## config.mk

```make
export PLATFORM = sky130hd
export DESIGN_NAME = muldiv_unit_flat
export DESIGN_NICKNAME = d
export VERILOG_FILES = /design/src/rtl/muldiv_unit_if.sv /design/src/rtl/muldiv_unit.sv /design/src/flat_wrapper.sv
export SDC_FILE = /design/constraint.sdc
export NUM_CORES = 1
export LEC_CHECK = 0
export BUFFER_PORTS_ARGS = -buffer_cell sky130_fd_sc_hd__buf_2
export CAP_MARGIN = 30
export CORE_ASPECT_RATIO = 2
export CORE_MARGIN = 1.5
export CORE_UTILIZATION = 61
export CTS_CLUSTER_SIZE = 24
export DETAILED_ROUTE_END_ITERATION = 8
export GPL_TIMING_DRIVEN = 0
export PLACE_DENSITY_LB_ADDON = 0.05
export RECOVER_POWER = 25
export SYNTH_ARGS = -nofsm -noshare
export SYNTH_HDL_FRONTEND = slang
export SYNTH_SLANG_ARGS = --single-unit
```

## constraint.sdc

```tcl
create_clock -name clk -period 6.3 [get_ports clk]
set_input_delay 0.945 -clock clk [delete_from_list [all_inputs] [get_ports clk]]
set_output_delay 0.945 -clock clk [all_outputs]
set_load 0.01 [all_outputs]
```

## src/rtl/muldiv_unit_if.sv

```systemverilog
// Handshake/operand bundle between issue logic and the RV32M multiply/divide unit.
// master = issuing core side, slave = muldiv_unit.
interface muldiv_unit_if #(
  parameter int XLEN = 32
);
  logic            start;
  logic            flush;
  logic [2:0]      funct3;
  logic [XLEN-1:0] op_a;
  logic [XLEN-1:0] op_b;
  logic [4:0]      rd_in;
  logic            busy;
  logic            done;
  logic [XLEN-1:0] result;
  logic [4:0]      rd_out;
  logic            wb_en;

  modport master (
    output start, flush, funct3, op_a, op_b, rd_in,
    input  busy, done, result, rd_out, wb_en
  );

  modport slave (
    input  start, flush, funct3, op_a, op_b, rd_in,
    output busy, done, result, rd_out, wb_en
  );
endinterface

```

## src/rtl/muldiv_unit.sv

```systemverilog
// Iterative RV32M multiply/divide unit: shift-add multiply, restoring divide,
// one bit per cycle over IDLE -> PREP -> CALC (ITERS cycles) -> FIN.
// Optional macro MULDIV_EARLY_OUT_EN: special cases (divide by zero, DIV
// overflow, zero operand) skip CALC and complete two edges after start.
module muldiv_unit #(
  parameter int XLEN  = 32,
  parameter int ITERS = 32
) (
  input logic         clk,
  input logic         rst_n,
  muldiv_unit_if.slave bus
);
  localparam int CW = $clog2(ITERS);
  localparam logic [XLEN-1:0] MIN_NEG = {1'b1, {(XLEN-1){1'b0}}};

  typedef enum logic [1:0] {IDLE, PREP, CALC, FIN} state_t;
  state_t state_reg, state_next;

  logic [2:0]        f3_reg;
  logic [XLEN-1:0]   a_reg, b_reg;
  logic [4:0]        rd_reg;
  logic [XLEN-1:0]   hi_reg, lo_reg, mcand_reg;
  logic [CW-1:0]     cnt_reg;
  logic              neg_res_reg, neg_rem_reg, div_zero_reg, ovf_reg, zero_reg;
  logic              done_reg;
  logic [XLEN-1:0]   result_reg;
  logic [4:0]        rd_out_reg;

  logic              is_div;
  logic              signed_a, signed_b, sa, sb;
  logic [XLEN-1:0]   mag_a, mag_b;
  logic              div_zero_pre, ovf_pre, zero_pre, early_out;
  logic [XLEN:0]     mul_sum, div_shift, div_diff;
  logic              div_ge;
  logic [2*XLEN-1:0] prod_s;
  logic [XLEN-1:0]   q_s, r_s, fin_val;

  assign is_div = f3_reg[2];

  // Operand sign handling and special-case detection, consumed in PREP
  always_comb begin
    signed_a = 1'b0;
    signed_b = 1'b0;
    case (f3_reg)
      3'd1, 3'd4, 3'd6: begin signed_a = 1'b1; signed_b = 1'b1; end
      3'd2:             signed_a = 1'b1;
      default:          ;
    endcase
    sa           = signed_a & a_reg[XLEN-1];
    sb           = signed_b & b_reg[XLEN-1];
    mag_a        = sa ? (~a_reg + 1'b1) : a_reg;
    mag_b        = sb ? (~b_reg + 1'b1) : b_reg;
    div_zero_pre = is_div & (b_reg == '0);
    ovf_pre      = is_div & ~f3_reg[0] & (a_reg == MIN_NEG) & (&b_reg);
    zero_pre     = ((a_reg == '0) | (b_reg == '0)) & ~div_zero_pre;
  end

`ifdef MULDIV_EARLY_OUT_EN
  assign early_out = div_zero_pre | ovf_pre | zero_pre;
`else
  assign early_out = 1'b0;
`endif

  // One iteration step: multiply adds-then-shifts, divide shifts-then-subtracts
  always_comb begin
    mul_sum   = {1'b0, hi_reg} + (lo_reg[0] ? {1'b0, mcand_reg} : '0);
    div_shift = {hi_reg, lo_reg[XLEN-1]};
    div_ge    = (div_shift >= {1'b0, mcand_reg});
    div_diff  = div_shift - {1'b0, mcand_reg};
  end

  // Final sign fix-up and result selection, with special cases forced
  always_comb begin
    prod_s  = neg_res_reg ? (~{hi_reg, lo_reg} + 1'b1) : {hi_reg, lo_reg};
    q_s     = neg_res_reg ? (~lo_reg + 1'b1) : lo_reg;
    r_s     = neg_rem_reg ? (~hi_reg + 1'b1) : hi_reg;
    fin_val = '0;
    case (f3_reg)
      3'd0:             fin_val = prod_s[XLEN-1:0];
      3'd1, 3'd2, 3'd3: fin_val = prod_s[2*XLEN-1:XLEN];
      3'd4, 3'd5:       fin_val = div_zero_reg ? '1 : (ovf_reg ? MIN_NEG : q_s);
      default:          fin_val = div_zero_reg ? a_reg : (ovf_reg ? '0 : r_s);
    endcase
    if (zero_reg) fin_val = '0;
  end

  // State register
  always_ff @(posedge clk or negedge rst_n) begin
    if (!rst_n) state_reg <= IDLE;
    else        state_reg <= state_next;
  end

  // Next-state logic; flush aborts any non-idle state
  always_comb begin
    state_next = state_reg;
    case (state_reg)
      IDLE: if (bus.start && !bus.flush) state_next = PREP;
      PREP: if (bus.flush)      state_next = IDLE;
            else if (early_out) state_next = FIN;
            else                state_next = CALC;
      CALC: if (bus.flush)                      state_next = IDLE;
            else if (cnt_reg == CW'(ITERS - 1)) state_next = FIN;
      FIN:  state_next = IDLE;
      default: state_next = IDLE;
    endcase
  end

  // Operand capture, iteration datapath and result/done registers
  always_ff @(posedge clk or negedge rst_n) begin
    if (!rst_n) begin
      f3_reg       <= '0;
      a_reg        <= '0;
      b_reg        <= '0;
      rd_reg       <= '0;
      hi_reg       <= '0;
      lo_reg       <= '0;
      mcand_reg    <= '0;
      cnt_reg      <= '0;
      neg_res_reg  <= 1'b0;
      neg_rem_reg  <= 1'b0;
      div_zero_reg <= 1'b0;
      ovf_reg      <= 1'b0;
      zero_reg     <= 1'b0;
      done_reg     <= 1'b0;
      result_reg   <= '0;
      rd_out_reg   <= '0;
    end else begin
      done_reg <= (state_reg == FIN) && !bus.flush;
      case (state_reg)
        IDLE: if (bus.start && !bus.flush) begin
          f3_reg <= bus.funct3;
          a_reg  <= bus.op_a;
          b_reg  <= bus.op_b;
          rd_reg <= bus.rd_in;
        end
        PREP: begin
          hi_reg       <= '0;
          lo_reg       <= is_div ? mag_a : mag_b;
          mcand_reg    <= is_div ? mag_b : mag_a;
          cnt_reg      <= '0;
          neg_res_reg  <= sa ^ sb;
          neg_rem_reg  <= sa;
          div_zero_reg <= div_zero_pre;
          ovf_reg      <= ovf_pre;
          zero_reg     <= zero_pre;
        end
        CALC: begin
          cnt_reg <= cnt_reg + 1'b1;
          if (is_div) begin
            hi_reg <= div_ge ? div_diff[XLEN-1:0] : div_shift[XLEN-1:0];
            lo_reg <= {lo_reg[XLEN-2:0], div_ge};
          end else begin
            hi_reg <= mul_sum[XLEN:1];
            lo_reg <= {mul_sum[0], lo_reg[XLEN-1:1]};
          end
        end
        FIN: if (!bus.flush) begin
          result_reg <= fin_val;
          rd_out_reg <= rd_reg;
        end
        default: ;
      endcase
    end
  end

  // Outputs; busy also covers the done cycle, and a start may be taken on the
  // edge that closes it since the FSM is already back in IDLE
  always_comb begin
    bus.busy   = (state_reg != IDLE) || done_reg;
    bus.done   = done_reg;
    bus.wb_en  = done_reg && (rd_out_reg != 5'd0);
    bus.result = result_reg;
    bus.rd_out = rd_out_reg;
  end
endmodule

```

## src/flat_wrapper.sv

```systemverilog
// flat-port wrapper written by rule: the top's interface ports become plain ports
module muldiv_unit_flat 
#(
  parameter int XLEN  = 32,
  parameter int ITERS = 32
)
  (clk, rst_n, bus_start, bus_flush, bus_funct3, bus_op_a, bus_op_b, bus_rd_in, bus_busy, bus_done, bus_result, bus_rd_out, bus_wb_en);
  muldiv_unit_if #(.XLEN(XLEN)) bus_i ();
  input logic clk;
  input logic rst_n;
  input wire logic [$bits(bus_i.start)-1:0] bus_start;
  input wire logic [$bits(bus_i.flush)-1:0] bus_flush;
  input wire logic [$bits(bus_i.funct3)-1:0] bus_funct3;
  input wire logic [$bits(bus_i.op_a)-1:0] bus_op_a;
  input wire logic [$bits(bus_i.op_b)-1:0] bus_op_b;
  input wire logic [$bits(bus_i.rd_in)-1:0] bus_rd_in;
  output wire logic [$bits(bus_i.busy)-1:0] bus_busy;
  output wire logic [$bits(bus_i.done)-1:0] bus_done;
  output wire logic [$bits(bus_i.result)-1:0] bus_result;
  output wire logic [$bits(bus_i.rd_out)-1:0] bus_rd_out;
  output wire logic [$bits(bus_i.wb_en)-1:0] bus_wb_en;
  assign bus_i.start = bus_start;
  assign bus_i.flush = bus_flush;
  assign bus_i.funct3 = bus_funct3;
  assign bus_i.op_a = bus_op_a;
  assign bus_i.op_b = bus_op_b;
  assign bus_i.rd_in = bus_rd_in;
  assign bus_busy = bus_i.busy;
  assign bus_done = bus_i.done;
  assign bus_result = bus_i.result;
  assign bus_rd_out = bus_i.rd_out;
  assign bus_wb_en = bus_i.wb_en;
  muldiv_unit #(.XLEN(XLEN), .ITERS(ITERS)) u_core (.clk(clk), .rst_n(rst_n), .bus(bus_i));
endmodule
```

==> reports/results.txt, run 1 <==
The run stopped with a tool error. Stage where the run ended: global routing. The tool reported: "[ERROR GRT-0116] Global routing finished with congestion. Check the congestion regions in the DRC Viewer". Leftover overflow at the end of global routing: 1. The initial utilization of the core area, before any placement, comes to 61.8%. The die outline width came out at 123 microns. Of all flip-flops after synthesis, the portion carrying an async set or reset was 100%.

Synthesis produced a netlist with a net count of 2191. After synthesis, the netlist uses 82 different library cells. In the synthesized netlist, the number of instances is 2038. After synthesis, the share of cell area in mux cells is 9.25%. The HPWL after detailed placement is 58800 microns. The fraction of the mapped netlist area in adder cells works out to 5.61%.

The synthesized design contains 218 register bits. Summing all placed instances gives a cell area of 18500 sq um. Summing the areas of all and, or, nand and nor instances in the mapped netlist gives 16.7% of the synthesized area. Total standard cell area after synthesis: 17400 sq um.

The dominant combinational cell family by area after synthesis was compound AO/OA/AOI/OAI gates. The hold buffer count at cts came out at 0. The count of buffers added by post-CTS timing repair for setup was 0; the largest net degree at the start of global routing was 113.

Maximum level of the CTS H-tree: 1. During placement, the flow inserted port buffers numbering 115. The average instance area after synthesis came out at 8.56 sq um.

The number of buffers inserted during clock tree synthesis was 22; the total clock sinks was 218. In this run the count of I/O pins placed on the die edge is 116. In the synthesized netlist the dominant register cell turns out to be sky130_fd_sc_hd__dfrtp_1. The post-synthesis share of cell area spent on xor and xnor gates works out to 10.2%.

The longest clock path from root to sink contains 3 buffers. The logs give 87 for the number of standard-cell rows in the floorplan and 31.3% for the sequential area share after synthesis. The area fraction in compound gates after synthesis is 22.6%, and the total number of yosys warnings is 0.

Measured along the y axis, the die boundary spans 242 microns. The weighted congestion reported at the end of routability-driven placement was 1.15. The cell sitting at the root of the clock tree is a sky130_fd_sc_hd__clkbuf_16. The first global-routing pass estimated 119000 microns of wire.

Gates resized during post-CTS repair numbered 0. For the number of global-route vias before repair, the log shows 19486. Yosys mapped a number of flops with a built-in enable equal to 0. For this run, the total global-route usage over all layers was measured as 54.8%.
-- per-stage QoR --
step	instances	worst slack [ns]	util, %
after floorplan	2038	3.18	-
after global placement	2509	0.518	65.5
after detailed placement	2512	1.76	65.7
after CTS	2552	1.75	68.3
-- routing by layer --
layer | overflow | GRT usage (%)
met5 | 0 | 0
met4 | 1 | 56.6
met3 | 0 | 18.8
met2 | 0 | 83.1
met1 | 0 | 55.8
-- synth_stat cells (71+ instances only) --
cell type	number	area [sq um]
sky130_fd_sc_hd__mux2_2	85	957
sky130_fd_sc_hd__clkbuf_1	110	413
sky130_fd_sc_hd__o21ai_0	142	711
sky130_fd_sc_hd__dfrtp_1	218	5460
sky130_fd_sc_hd__a21oi_1	127	636
sky130_fd_sc_hd__nor2_1	196	736
sky130_fd_sc_hd__nand2_1	183	687
sky130_fd_sc_hd__ha_1	75	938
sky130_fd_sc_hd__inv_1	71	267
sky130_fd_sc_hd__xnor2_1	103	902
sky130_fd_sc_hd__xor2_1	101	885
-- logic make-up after synthesis --
| group | after synthesis |
|---|---|
| AND/OR/NAND/NOR | 615 |
| AO/OA/AOI/OAI | 587 |
| flip-flops | 218 |
| XOR/XNOR | 204 |
| buffers and inverters | 202 |
| multiplexers | 135 |
| adder cells (fa/ha/maj) | 77 |
==> inputs of run 2 (changes only) <==
Settings changed: CORE_ASPECT_RATIO 2 to not set, CORE_UTILIZATION 61 to 40, CTS_CLUSTER_SIZE 24 to not set, PLACE_DENSITY_LB_ADDON 0.05 to 0.15.
==> reports/results.txt, run 2 <==
For the net count reported at finish, the log shows 2338. The standby leakage power was 8.66 nW. Of the cells placed in the final design, the portion with a size suffix greater than 1 is 13.2%. The post-cts resize count was 0.

Pin placement for this block handled 116 I/O pins. Per report_power, the clock group accounts for 13.8% of the total. The average instance area after synthesis was 8.56 sq um. Counting flops with a built-in enable in the synthesized netlist gives 0. The first global-routing pass estimated 112000 microns of wire.

After legalization and detailed placement, the total HPWL measured 61600 microns. After clock tree synthesis, the clock-pin slew on the worst setup and hold paths is 0.07 ns. Setup repair after global routing left no endpoint under its margin. For the count of buffers added by post-CTS timing repair for setup, the log shows 0.

Yosys instantiated no cell more often than sky130_fd_sc_hd__dfrtp_1. Relative to the synthesized area, the layout overhead comes to 13.2%. In this run the worst path has a maximum fanout of 10. Summed over all failing endpoints, the final setup total negative slack is 0 ns. Leaving out fill and tap cells, the most frequent cells in the layout are sky130_fd_sc_hd__dfrtp_1, sky130_fd_sc_hd__nor2_1, sky130_fd_sc_hd__nand2_1. Nature of the critical path endpoint: a flip-flop. Row generation in the floorplan step produced 76 rows. The tree is rooted in a sky130_fd_sc_hd__clkbuf_16. Startpoint of the lowest-slack hold path: u_core.rd_reg[3]. Leaving out fill and tap cells, the most frequent cell in the layout is sky130_fd_sc_hd__dfrtp_1. From left edge to right edge, the die measures 212 microns. Once detail routing completed, the nets flagged for antenna violations numbered 0. Global routing used 34.3% of the available tracks. Worst min-delay path class: reg2reg. The logs give 0.0238 ns for the post-route clock skew and 1 for the initial antenna violation count. The maximum vdd drop was 0.311 mV. The run finished, with violations left. In this run the worst setup path begins at u_core.mcand_reg[22]. No sink is reached through more buffers than the 3 on the longest clock path.

Summed over its instances, the top area cell type makes up 31.3% of the synthesized netlist area. The worst path needs 4.51 ns of the cycle, external delays included. The portion of the clock cycle consumed by the worst path in the final layout is 71.6%, and the slew of the pin with the lowest slew margin is 4.07 ns. The first TritonRoute pass finished after 7 iterations. The logs give 16662 for the number of global-route vias before repair and 24.2% for the relative contribution of sequential cells to total power. The detailed router finished its first iteration with 2094 violations. For the maximum clock frequency, the log shows 222 MHz. The placeable core area is 43100 sq um, and the total clock sinks is 218.

The mean number of vias per cell was 6.23. The total standard cell area after synthesis was 17400 sq um. The sum of routed wire length over all layers was 77200 microns. The number of clock buffers added by TritonCTS is 27.

In this run the vertical extent of the chip is 212 microns. Measured against its own limit, the worst slew margin works out to -171%. TritonCTS built the clock tree. Data on the critical path is required at its endpoint by 6.80 ns. In this run the critical register-to-register path is launched from u_core.mcand_reg[22]. The switching portion of total power was 53.9%.

For the maximum level of the CTS H-tree, the log shows 1. For this run, asynchronously set or reset flops after synthesis account for 100%. The count of buffers from port buffering was 115. After clock tree synthesis, the flow added hold-fix buffers numbering 0.

In the global route stage, met2 resource usage came out at 52.4%. The count of final max-slew check failures was 63. Most used routing layer: met2.

The leading area contributor after synthesis was sky130_fd_sc_hd__dfrtp_1. The detailed router placed 17406 vias in this run. The initial utilization of the core area, before any placement, comes to 40.5%. The leftover overflow at the end of global routing is 0. The checks that failed: capacitance limit, slew limit. Counting every instance in the synthesized netlist gives 2038. The critical path start-end classification is reg2reg. The fraction of met1 tracks used by global routing is 47.1%, and the total net switching power is 0.00642 W.

The sequential area share after synthesis was 31.3%. The number of setup violations in the final report is 0, and the worst hold margin is 0.468 ns. Power density over the cells: 603 nW/um^2. The most instantiated flip-flop cell in the synthesis netlist is sky130_fd_sc_hd__dfrtp_1.

The internal portion of the total power is 0.00548 W. The die covers 44900 sq um. The hold violation count in the final report was 0; the net count of the mapped netlist was 2191.

At the later pin of the worst-skew pair, clock insertion delay measures 0.60 ns. By area the synthesized netlist is led by sky130_fd_sc_hd__dfrtp_1, sky130_fd_sc_hd__mux2_2, sky130_fd_sc_hd__ha_1. After detailed routing, the number of remaining DRC violations is 0. Routed length per instance: 27.7 microns. Synthesis inferred 218 register bits. Entering global routing, the biggest net connects 81 pins. Kind of start point of the critical path: a flip-flop. STA puts the critical path data arrival time at 5.01 ns. The met3 global-route usage was 6.36%. The count of maximum capacitance violations came out at 1.

The synthesized netlist contains 82 unique library cells. For this run, the number of Yosys warnings is 0. In the synthesized netlist, the cells that appear most often are sky130_fd_sc_hd__dfrtp_1, sky130_fd_sc_hd__nor2_1, sky130_fd_sc_hd__nand2_1.

At the end of routability-driven placement, the weighted congestion stood at 1.02. Combinational logic is responsible for 62.0% of the overall power.
==> run 2: cell counts after synthesis <==
No cell type changed its count.
==> run 2: path summary, 6_finish.rpt <==
check	endpoint	slack, ns	cells after the start
setup / recovery	u_core.hi_reg[27]	1.79	13
hold / removal	u_core.bus.rd_out[3]	0.47	2
setup reg to reg	u_core.hi_reg[27]	1.79	13
hold reg to reg	u_core.bus.rd_out[3]	0.47	2
max in group asynchronous	u_core.mcand_reg[1]	2.23	1
min in group asynchronous	u_core.bus.result[25]	1.77	1
==> run 2: cells by family (layout without fill, tap and decap cells) <==
family          Yosys count  after routing  share of synthesized area (%)
simple gates            615            615                           16.7
fa+ha+maj                77             77                           5.61
xor+xnor                204            204                           10.2
buf+inv                 202            369                           4.37
flops                   218            218                           31.3
compound gates          587            587                           22.6
other cells               0              2                              0
mux                     135            135                           9.25
==> run 2: cell type report <==
| cell class | count | area [sq um] |
|---|---|---|
| Sequential cell | 218 | 5460 |
| Inverter | 76 | 285 |
| Timing Repair Buffer | 118 | 641 |
| Buffer | 126 | 477 |
| Clock buffer | 33 | 738 |
| Tap cell | 585 | 732 |
| Antenna cell | 2 | 5.00 |
| Fill cell | 4297 | 23300 |
| Multi-Input combinational cell | 1618 | 11200 |
| Clock inverter | 16 | 184 |
==> run 2: metal layers <==
| metal | up-vias | part of all wire, % |
|---|---|---|
| met5 | - | 0 |
| met4 | 0 | 5.1 |
| met3 | 176 | 8.7 |
| met2 | 853 | 44 |
| met1 | 8598 | 43 |
| li1 | 7779 | - |
==> run 2: power groups by stage <==
stage | logic (W) | clock network (W) | registers (W)
final | 0.00738 | 0.00165 | 0.00288
after global routing | 0.00783 | 0.00171 | 0.00293
after CTS | 0.00720 | 0.00166 | 0.00283
after detailed placement | 0.00717 | 0 | 0.00286
after global placement | 0.00715 | 0 | 0.00284
after floorplan | 0.00461 | 0 | 0.00252
==> run 2: worst max-delay path, cell delays in order, from the launching register on <==
cell,delay [ns]
sky130_fd_sc_hd__dfrtp_1,0.32
sky130_fd_sc_hd__inv_1,0.14
sky130_fd_sc_hd__ha_1,0.33
sky130_fd_sc_hd__clkbuf_1,0.34
sky130_fd_sc_hd__nand3_1,0.20
sky130_fd_sc_hd__nor4b_1,0.59
sky130_fd_sc_hd__a41oi_1,0.20
sky130_fd_sc_hd__o21ai_0,0.11
sky130_fd_sc_hd__nor3b_1,0.12
sky130_fd_sc_hd__nor2_1,0.18
sky130_fd_sc_hd__buf_1,0.66
sky130_fd_sc_hd__clkbuf_1,0.65
sky130_fd_sc_hd__a31oi_1,0.25
sky130_fd_sc_hd__o32ai_1,0.30
==> run 2: through the flow <==
step | utilization [%] | total power [W] | cells | area, sq um | setup WS, ns
floorplan | - | 0.00713 | 2038 | 17400 | 3.18
global placement | 43.5 | 0.00999 | 2738 | 18700 | 0.179
detailed placement | 43.7 | 0.0100 | 2741 | 18800 | 1.98
CTS | 45.8 | 0.0117 | 2790 | 19700 | 1.96
global route | 45.8 | 0.0125 | 2790 | 19700 | 1.56
finish | 45.8 | 0.0119 | 2792 | 19700 | 1.79
(Power assumes the default switching activity.)
